File: src/rtl/door_exit_ctrl_if.sv
// rtl/door_exit_ctrl_if.sv - door exit controller control/status bundle (reach, pause, restart in; frames, completion, timer out)
interface door_exit_ctrl_if #(
    parameter int NUM_FRAMES = 4
);
    localparam int FW = (NUM_FRAMES > 1) ? $clog2(NUM_FRAMES) : 1;

    logic          reach [2];
    logic          pause;
    logic          level_restart;
    logic [FW-1:0] door_frame [2];
    logic          level_done;
    logic          complete;
    logic [9:0]    elapsed_sec;

    modport master (
        output reach, pause, level_restart,
        input  door_frame, level_done, complete, elapsed_sec
    );

    modport slave (
        input  reach, pause, level_restart,
        output door_frame, level_done, complete, elapsed_sec
    );
endinterface

File: src/rtl/door_exit_ctrl.sv
// rtl/door_exit_ctrl.sv - per-door open/close animation and level completion FSM (option macro LEVEL_TIMER_EN adds elapsed_sec timer)
module door_exit_ctrl #(
    parameter int NUM_FRAMES  = 4,
    parameter int FRAME_DIV   = 8,
    parameter int HOLD_FRAMES = 30
) (
    input  logic             frame_clk,
    input  logic             RESET,
    door_exit_ctrl_if.slave  bus
);
    localparam int FW = (NUM_FRAMES > 1) ? $clog2(NUM_FRAMES) : 1;
    localparam int DW = $clog2(FRAME_DIV + 1);
    localparam int HW = $clog2(HOLD_FRAMES + 1);

    localparam logic [FW-1:0] FRAME_MAX = FW'(NUM_FRAMES - 1);
    localparam logic [DW-1:0] DIV_LAST  = DW'(FRAME_DIV - 1);
    localparam logic [HW-1:0] HOLD_LAST = HW'(HOLD_FRAMES - 1);

    typedef enum logic {PLAY, DONE} state_t;

    state_t        state_q;
    logic [FW-1:0] frame_q   [2];
    logic [FW-1:0] frame_nxt [2];
    logic [DW-1:0] div_q     [2];
    logic [DW-1:0] div_nxt   [2];
    logic          reach_q   [2];
    logic          opening   [2];
    logic          closing   [2];
    logic [HW-1:0] hold_q;
    logic          hold_ok;
    logic          level_done_q;
    logic          complete_q;

    // Next frame/divider per door. A reach change only restarts the step
    // when a step is actually in progress (div != 0); otherwise the change
    // tick is the first tick of the new step, giving exactly FRAME_DIV ticks
    // from reach edge to the first frame change.
    always_comb begin
        for (int i = 0; i < 2; i++) begin
            frame_nxt[i] = frame_q[i];
            div_nxt[i]   = '0;
            opening[i]   = bus.reach[i] && (frame_q[i] != FRAME_MAX);
            closing[i]   = !bus.reach[i] && (frame_q[i] != '0);
            if (opening[i] || closing[i]) begin
                if ((bus.reach[i] != reach_q[i]) && (div_q[i] != '0)) begin
                    div_nxt[i] = '0;
                end else if (div_q[i] == DIV_LAST) begin
                    div_nxt[i]   = '0;
                    frame_nxt[i] = opening[i] ? frame_q[i] + FW'(1) : frame_q[i] - FW'(1);
                end else begin
                    div_nxt[i] = div_q[i] + DW'(1);
                end
            end
        end
        // Uses the frame being written this tick, so the tick on which both
        // doors reach full open already counts toward the dwell.
        hold_ok = bus.reach[0] && bus.reach[1] &&
                  (frame_nxt[0] == FRAME_MAX) && (frame_nxt[1] == FRAME_MAX);
    end

    always_ff @(posedge frame_clk) begin
        if (RESET || bus.level_restart) begin
            state_q      <= PLAY;
            hold_q       <= '0;
            level_done_q <= 1'b0;
            complete_q   <= 1'b0;
            for (int i = 0; i < 2; i++) begin
                frame_q[i] <= '0;
                div_q[i]   <= '0;
                reach_q[i] <= 1'b0;
            end
        end else if (state_q == PLAY) begin
            if (!bus.pause) begin
                for (int i = 0; i < 2; i++) begin
                    frame_q[i] <= frame_nxt[i];
                    div_q[i]   <= div_nxt[i];
                    reach_q[i] <= bus.reach[i];
                end
                if (hold_ok) begin
                    if (hold_q == HOLD_LAST) begin
                        state_q      <= DONE;
                        level_done_q <= 1'b1;
                        complete_q   <= 1'b1;
                    end else begin
                        hold_q <= hold_q + HW'(1);
                    end
                end else begin
                    hold_q <= '0;
                end
            end
        end else begin
            level_done_q <= 1'b0;
            for (int i = 0; i < 2; i++) begin
                frame_q[i] <= FRAME_MAX;
                div_q[i]   <= '0;
            end
        end
    end

    always_comb begin
        for (int i = 0; i < 2; i++) begin
            bus.door_frame[i] = frame_q[i];
        end
    end

    assign bus.level_done = level_done_q;
    assign bus.complete   = complete_q;

`ifdef LEVEL_TIMER_EN
    logic [5:0] tick_q;
    logic [9:0] elapsed_q;

    always_ff @(posedge frame_clk) begin
        if (RESET || bus.level_restart) begin
            tick_q    <= '0;
            elapsed_q <= '0;
        end else if ((state_q == PLAY) && !bus.pause) begin
            if (tick_q == 6'd59) begin
                tick_q <= '0;
                if (elapsed_q != 10'd999) begin
                    elapsed_q <= elapsed_q + 10'd1;
                end
            end else begin
                tick_q <= tick_q + 6'd1;
            end
        end
    end

    assign bus.elapsed_sec = elapsed_q;
`else
    assign bus.elapsed_sec = '0;
`endif
endmodule

File: src/flat_wrapper.sv
// flat-port wrapper written by rule: the top's interface ports become plain ports
module door_exit_ctrl_flat 
#(
    parameter int NUM_FRAMES  = 4,
    parameter int FRAME_DIV   = 8,
    parameter int HOLD_FRAMES = 30
)
  (frame_clk, RESET, bus_reach, bus_pause, bus_level_restart, bus_door_frame, bus_level_done, bus_complete, bus_elapsed_sec);
  door_exit_ctrl_if #(.NUM_FRAMES(NUM_FRAMES)) bus_i ();
  input  logic frame_clk;
  input  logic RESET;
  input wire logic [$bits(bus_i.reach)-1:0] bus_reach;
  input wire logic [$bits(bus_i.pause)-1:0] bus_pause;
  input wire logic [$bits(bus_i.level_restart)-1:0] bus_level_restart;
  output wire logic [$bits(bus_i.door_frame)-1:0] bus_door_frame;
  output wire logic [$bits(bus_i.level_done)-1:0] bus_level_done;
  output wire logic [$bits(bus_i.complete)-1:0] bus_complete;
  output wire logic [$bits(bus_i.elapsed_sec)-1:0] bus_elapsed_sec;
  assign bus_i.reach = {>>{bus_reach}};
  assign bus_i.pause = bus_pause;
  assign bus_i.level_restart = bus_level_restart;
  assign bus_door_frame = {>>{bus_i.door_frame}};
  assign bus_level_done = bus_i.level_done;
  assign bus_complete = bus_i.complete;
  assign bus_elapsed_sec = bus_i.elapsed_sec;
  door_exit_ctrl #(.NUM_FRAMES(NUM_FRAMES), .FRAME_DIV(FRAME_DIV), .HOLD_FRAMES(HOLD_FRAMES)) u_core (.frame_clk(frame_clk), .RESET(RESET), .bus(bus_i));
endmodule
File: config.mk
export PLATFORM = sky130hd
export DESIGN_NAME = door_exit_ctrl_flat
export DESIGN_NICKNAME = d
export VERILOG_FILES = /design/src/rtl/door_exit_ctrl_if.sv /design/src/rtl/door_exit_ctrl.sv /design/src/flat_wrapper.sv
export SDC_FILE = /design/constraint.sdc
export NUM_CORES = 1
export LEC_CHECK = 0
export BUFFER_PORTS_ARGS = -buffer_cell sky130_fd_sc_hd__buf_4
export CAP_MARGIN = 25
export CORE_MARGIN = 2
export CORE_UTILIZATION = 50
export DETAILED_ROUTE_END_ITERATION = 8
export MAX_ROUTING_LAYER = met4
export PLACE_DENSITY = 0.71
export SYNTH_ARGS = -nofsm -noshare
export SYNTH_HDL_FRONTEND = slang
export SYNTH_SLANG_ARGS = --single-unit
File: constraint.sdc
create_clock -name frame_clk -period 2.7 [get_ports frame_clk]
set_clock_uncertainty 0.2 [all_clocks]
set_input_delay 0.81 -clock frame_clk [delete_from_list [all_inputs] [get_ports frame_clk]]
set_output_delay 0.81 -clock frame_clk [all_outputs]
set_load 0.05 [all_outputs]
; ---- Word level (Yosys, flattened, before mapping)
; Memory sizes are Yosys's and may differ from the RTL's.
; Index checks and enable logic that the tools add are counted.
[op_classes]
n_addsub = 7
n_bitwise = 12
muxes = 39
n_eq_ne = 10
reduce_logical = 22
[op_table]
columns = op, n
row1 = 4-bit 2-to-1 mux, 10
row2 = 2-bit 2-to-1 mux, 12
row3 = 1-bit 2-to-1 mux, 15
row4 = 5-bit 2-to-1 mux, 2
row5 = 1-bit OR, 10
row6 = 1-bit logical AND, 9
row7 = 4-bit by 1-bit adder with 4-bit output (second input constant), 2
row8 = 4-bit by 3-bit equality test with 1-bit output (second input constant), 2
row9 = 4-bit nonzero test, 2
row10 = 2-bit != test (second input constant), 3
row11 = 3-bit AND reduction, 2
row12 = 5-bit by 1-bit adder with 5-bit output (second input constant), 1
row13 = 5-bit equality test (second input constant), 1
row14 = 2-bit by 1-bit adder with 2-bit output (second input constant), 2
row15 = 2-bit equality test (second input constant), 2
row16 = 4-bit AND reduction, 1
row17 = 2-bit nonzero test, 2
row18 = 2-bit by 1-bit subtractor with 2-bit output (second input constant), 2
row19 = 1-bit logical OR, 3
row20 = 1-bit zero test, 2
row21 = 1-bit != test, 2
row22 = 1-bit NOT, 2
row23 = 2-bit OR reduction, 1
[totals]
mem_count = 3
output_inout_bits = 16
input_bits = 6
word_cells = 97
regBits = 8
ramBits = 14
[memory_table]
columns = memory, words, width, read_ports, rd_clocked_by_memory_dff, wr, line_no
row1 = u_core.div_q, 2, 4, 2, 0, 2, door_exit_ctrl.sv:24  ; logic [DW-1:0] div_q [2];
row2 = u_core.frame_q, 2, 2, 2, 0, 2, door_exit_ctrl.sv:22  ; logic [FW-1:0] frame_q [2];
row3 = u_core.reach_q, 2, 1, 2, 0, 2, door_exit_ctrl.sv:26  ; logic reach_q [2];

; ---- Longest topological paths before layout
; An unclocked memory read counts as a cell.
[logic_depth]
depth_word = 13
depth_mapped = 7
depth_no_buf = 7

; ---- Least setup slack after synthesis
; Ideal clock, no wire load.
[synth_timing]
path_kind = input to register
start = input port bus_reach[0]
end = register u_core.hold_q[4]
arrival_time_ns = 1.864
required_ns = 2.371
stages = 7
slack_ns = 0.507
n_path_buf = 1
setup_ns = 0.129
path_cell_list = clkbuf_8 > nor4b_1 > a2bb2oi_1 > o31a_4 > o21ai_0 > xor2_1 > nor2_1
[synth_between]
elab_chain_len = 9
elab_cells_between_ends = 17
cone_classes = eq/ne (3) / mux (5) / reduce/logical (9)
[synth_rtl]
columns = item, line_no
row1 = start: declaration, flat_wrapper.sv:12  ; input wire logic [$bits(bus_i.reach)-1:0] bus_reach;
row2 = 1-bit logical AND, door_exit_ctrl.sv:42  ; opening[i] = bus.reach[i] && (frame_q[i] != FRAME_MAX);
row3 = 2-bit 2-to-1 mux, door_exit_ctrl.sv:49  ; frame_nxt[i] = opening[i] ? frame_q[i] + FW'(1) : frame_q[i] - FW'(1);
row4 = 2-bit 2-to-1 mux, door_exit_ctrl.sv:47  ; end else if (div_q[i] == DIV_LAST) begin
row5 = 2-bit 2-to-1 mux, door_exit_ctrl.sv:45  ; if ((bus.reach[i] != reach_q[i]) && (div_q[i] != '0)) begin
row6 = 2-bit 2-to-1 mux, door_exit_ctrl.sv:44  ; if (opening[i] || closing[i]) begin
row7 = 2-bit equality test, door_exit_ctrl.sv:58  ; (frame_nxt[0] == FRAME_MAX) && (frame_nxt[1] == FRAME_MAX);
row8 = 1-bit logical AND *, door_exit_ctrl.sv:58
row9 = 2-bit != test (no source line), -
row10 = 3-bit AND reduction (no source line), -
row11 = end signal: assignment, door_exit_ctrl.sv:85  ; hold_q <= hold_q + HW'(1);
row12 = end: declaration, door_exit_ctrl.sv:29  ; logic [HW-1:0] hold_q;
; Mark *: on every way between the ends. The rest lies on a longest branch, timed or not.
; A chain may end at the register's enable or synchronous reset.

==> impl_metrics.tcl <==
set metrics [dict create \
    synth.distinct_cells 42 \
    cts_max_path_buffers 2 \
    drtPass1Iterations 4 \
    ys.flop_type "edfxtp_1" \
    synth_area_um2 1380 \
    power_switching_uw 190 \
    die_w_um 56.5 \
    drive_gt1_frac 0.155 \
    synth-async-reset-ratio 0 \
    cts-resized-gates 0 \
    htree_levels 1 \
    final.setup.tns_ns 0 \
    wirelength_um 2390 \
    track_usage 0.166 \
    syn_to_final_growth_pct 9.91 \
    pwr-share-clk 0.310 \
    dieArea_um2 3190 \
    synthCells 145 \
    drt_iter0_markers 45 \
    drv_slew 0 \
    ys_ff_latch 22 \
    cts_setup_buffers 0 \
    ys_warn_count 0 \
    p_leak_uw 0.000581 \
    max_freq_ghz 0.466 \
    final_antenna_net_count 0 \
    path_clk_slew_ns 0.13 \
    cts_tree "built" \
    initial_core_util 0.512 \
    core_um2 2690 \
    grt_overflow 0 \
    n_antenna_cell 0 \
    peakVddDrop_v 0.000334 \
    final_common_cell "nor2_1" \
    portBuffers 11 \
    critPathRequiredTime_ns 2.76 \
    seq_power_share 0.544 \
    grt_pass1_wl_um 4060 \
    synth_seq_area_share 0.422 \
    clkLatencyLatePin_ns 0.32 \
    cp_max_fo 5 \
    via_per_inst 5.46 \
    ctsHoldBuffers 0 \
    grt_pass1_vias 944 \
    pwr-share-comb 0.146 \
    hold_viol 0 \
    swShare 0.271 \
    cp_cell_sequence "ha_1 > and3b_2 > a2bb2oi_1 > o31a_4 > o21ai_4 > or3_1 > a21oi_1" \
    hpwl_um 1870 \
    gp_congestion 0.843 \
    cellPowerDensity_nw_per_um2 464 \
    finalNetCount 174 \
    cts_buffers 3 \
    cp-start-kind "flip-flop" \
    instances_no_fill 192 \
    cp_slowest_cell "edfxtp_1" \
    die_y_um 56.5 \
    cap_violations 0 \
    cts_sinks 22 \
    crit_arrival_ns 2.21 \
    antenna_found_initial 0 \
    fp-row-count 19 \
    wl_per_cell_um 12.5 \
    fin_crit_sh 0.795 \
    grt_max_degree 14 \
    drc 0 \
    rsz0062_at_grt "no" \
    hold_class "reg2reg" \
    worst_setup_path_end_kind "flip-flop" \
    syn_area_per_cell_um2 9.49 \
    fin_crit_ns 2.15 \
    ios 22 \
    p_int_uw 511 \
    setup-violations-final 0 \
    placed_cells 188 \
    path_class "reg2reg" \
    cp_slowest_stage_delay_ns 0.45 \
    status "complete, no violations" \
    num_vias 1048 \
    clk_root_buffer_cell "clkbuf_4" \
    synth_edf_count 14 \
    most-common-layout-cells "15 x nor2_1, 14 x buf_4, 14 x edfxtp_1" \
]
[critical path, delay by kind of cell (launching register included)]
| kind | cells | cell delay (ns) |
|---|---|---|
| fa+ha+maj | 1 | 0.26 |
| simple gates | 2 | 0.58 |
| compound gates | 4 | 0.61 |
| flops | 1 | 0.45 |
[power groups by stage]
stage | logic (uW) | clock network (uW) | registers [uW]
2_1_floorplan | 82.4 | 0 | 395
3_3_place_gp | 101 | 0 | 388
3_5_place_dp | 102 | 0 | 389
4_1_cts | 103 | 221 | 381
5_1_grt | 111 | 232 | 384
6_report | 103 | 218 | 381
[cell type report]
| type | count | area, um^2 |
|---|---|---|
| Clock buffer | 4 | 47.5 |
| Sequential cell | 22 | 581 |
| Fill cell | 241 | 1170 |
| Inverter | 9 | 33.8 |
| Timing Repair Buffer | 14 | 105 |
| Tap cell | 31 | 38.8 |
| Multi-Input combinational cell | 112 | 707 |
[kinds of logic (layout without fill, tap and decap cells)]
| group | count (synthesis) | count (layout) | share of synthesized area |
|---|---|---|---|
| other cells | 1 | 10 | 0.00272 |
| compound gates | 32 | 32 | 0.152 |
| simple gates | 56 | 56 | 0.229 |
| flops | 22 | 22 | 0.422 |
| xor+xnor | 8 | 8 | 0.0509 |
| buf+inv | 20 | 27 | 0.0891 |
| fa+ha+maj | 6 | 6 | 0.0545 |
[layer usage]
layer	GRT usage	wire length [um]	vias up
met3	0.0207	87	5
met1	0.217	1120	489
met5	-	0	-
met4	0.0782	45	0
met2	0.254	1140	23
li1	-	-	531
[state kept, by name, summed over array words and instances, names as in the netlist]
signal and flops:
u_core.reach_q 2, u_core.hold_q 5, u_core.frame_q 4, u_core.state_q 1, u_core.div_q 8, u_core.bus.level_done 1
u_core.bus.complete 1
[stage by stage]
stage | setup slack [ns] | util | hold WS (ns) | total power, uW | cell area, um^2
final | 0.553 | 0.563 | 0.262 | 702 | 1510
after global routing | 0.414 | 0.563 | 0.274 | 726 | 1510
after global placement | 0.413 | 0.545 | 0.234 | 489 | 1470
after detailed placement | 0.350 | 0.545 | 0.244 | 491 | 1470
after CTS | 0.539 | 0.563 | 0.263 | 705 | 1510
after floorplan | 0.507 | - | 0.263 | 478 | 1410
[cells in the mapped netlist (all sizes together) (2+ instances only)]
master,instances,share of area
xor2,5,0.032
nand2b,2,0.0091
nor2,17,0.057
nand2,9,0.025
o21ai,15,0.063
buf,10,0.055
edfxtp,14,0.31
nor3,3,0.015
and4,2,0.013
dfxtp,8,0.12
xnor2,3,0.019
inv,9,0.025
nor3b,2,0.011
nand3b,2,0.011
a21oi,7,0.025
and3,3,0.014
o31a,2,0.019
ha,6,0.055
nand3,8,0.029
[path summary, 6_finish.rpt]
check | from | to | slack, ns | cells past startpoint
setup / recovery | u_core.div_q[0][4] | u_core.hold_q[3] | 0.55 | 7
hold / removal | u_core.bus.complete | u_core.bus.complete | 0.26 | 2
setup reg to reg | u_core.div_q[0][4] | u_core.hold_q[3] | 0.55 | 7
hold reg to reg | u_core.bus.complete | u_core.bus.complete | 0.26 | 2
(Power assumes the default switching activity.)
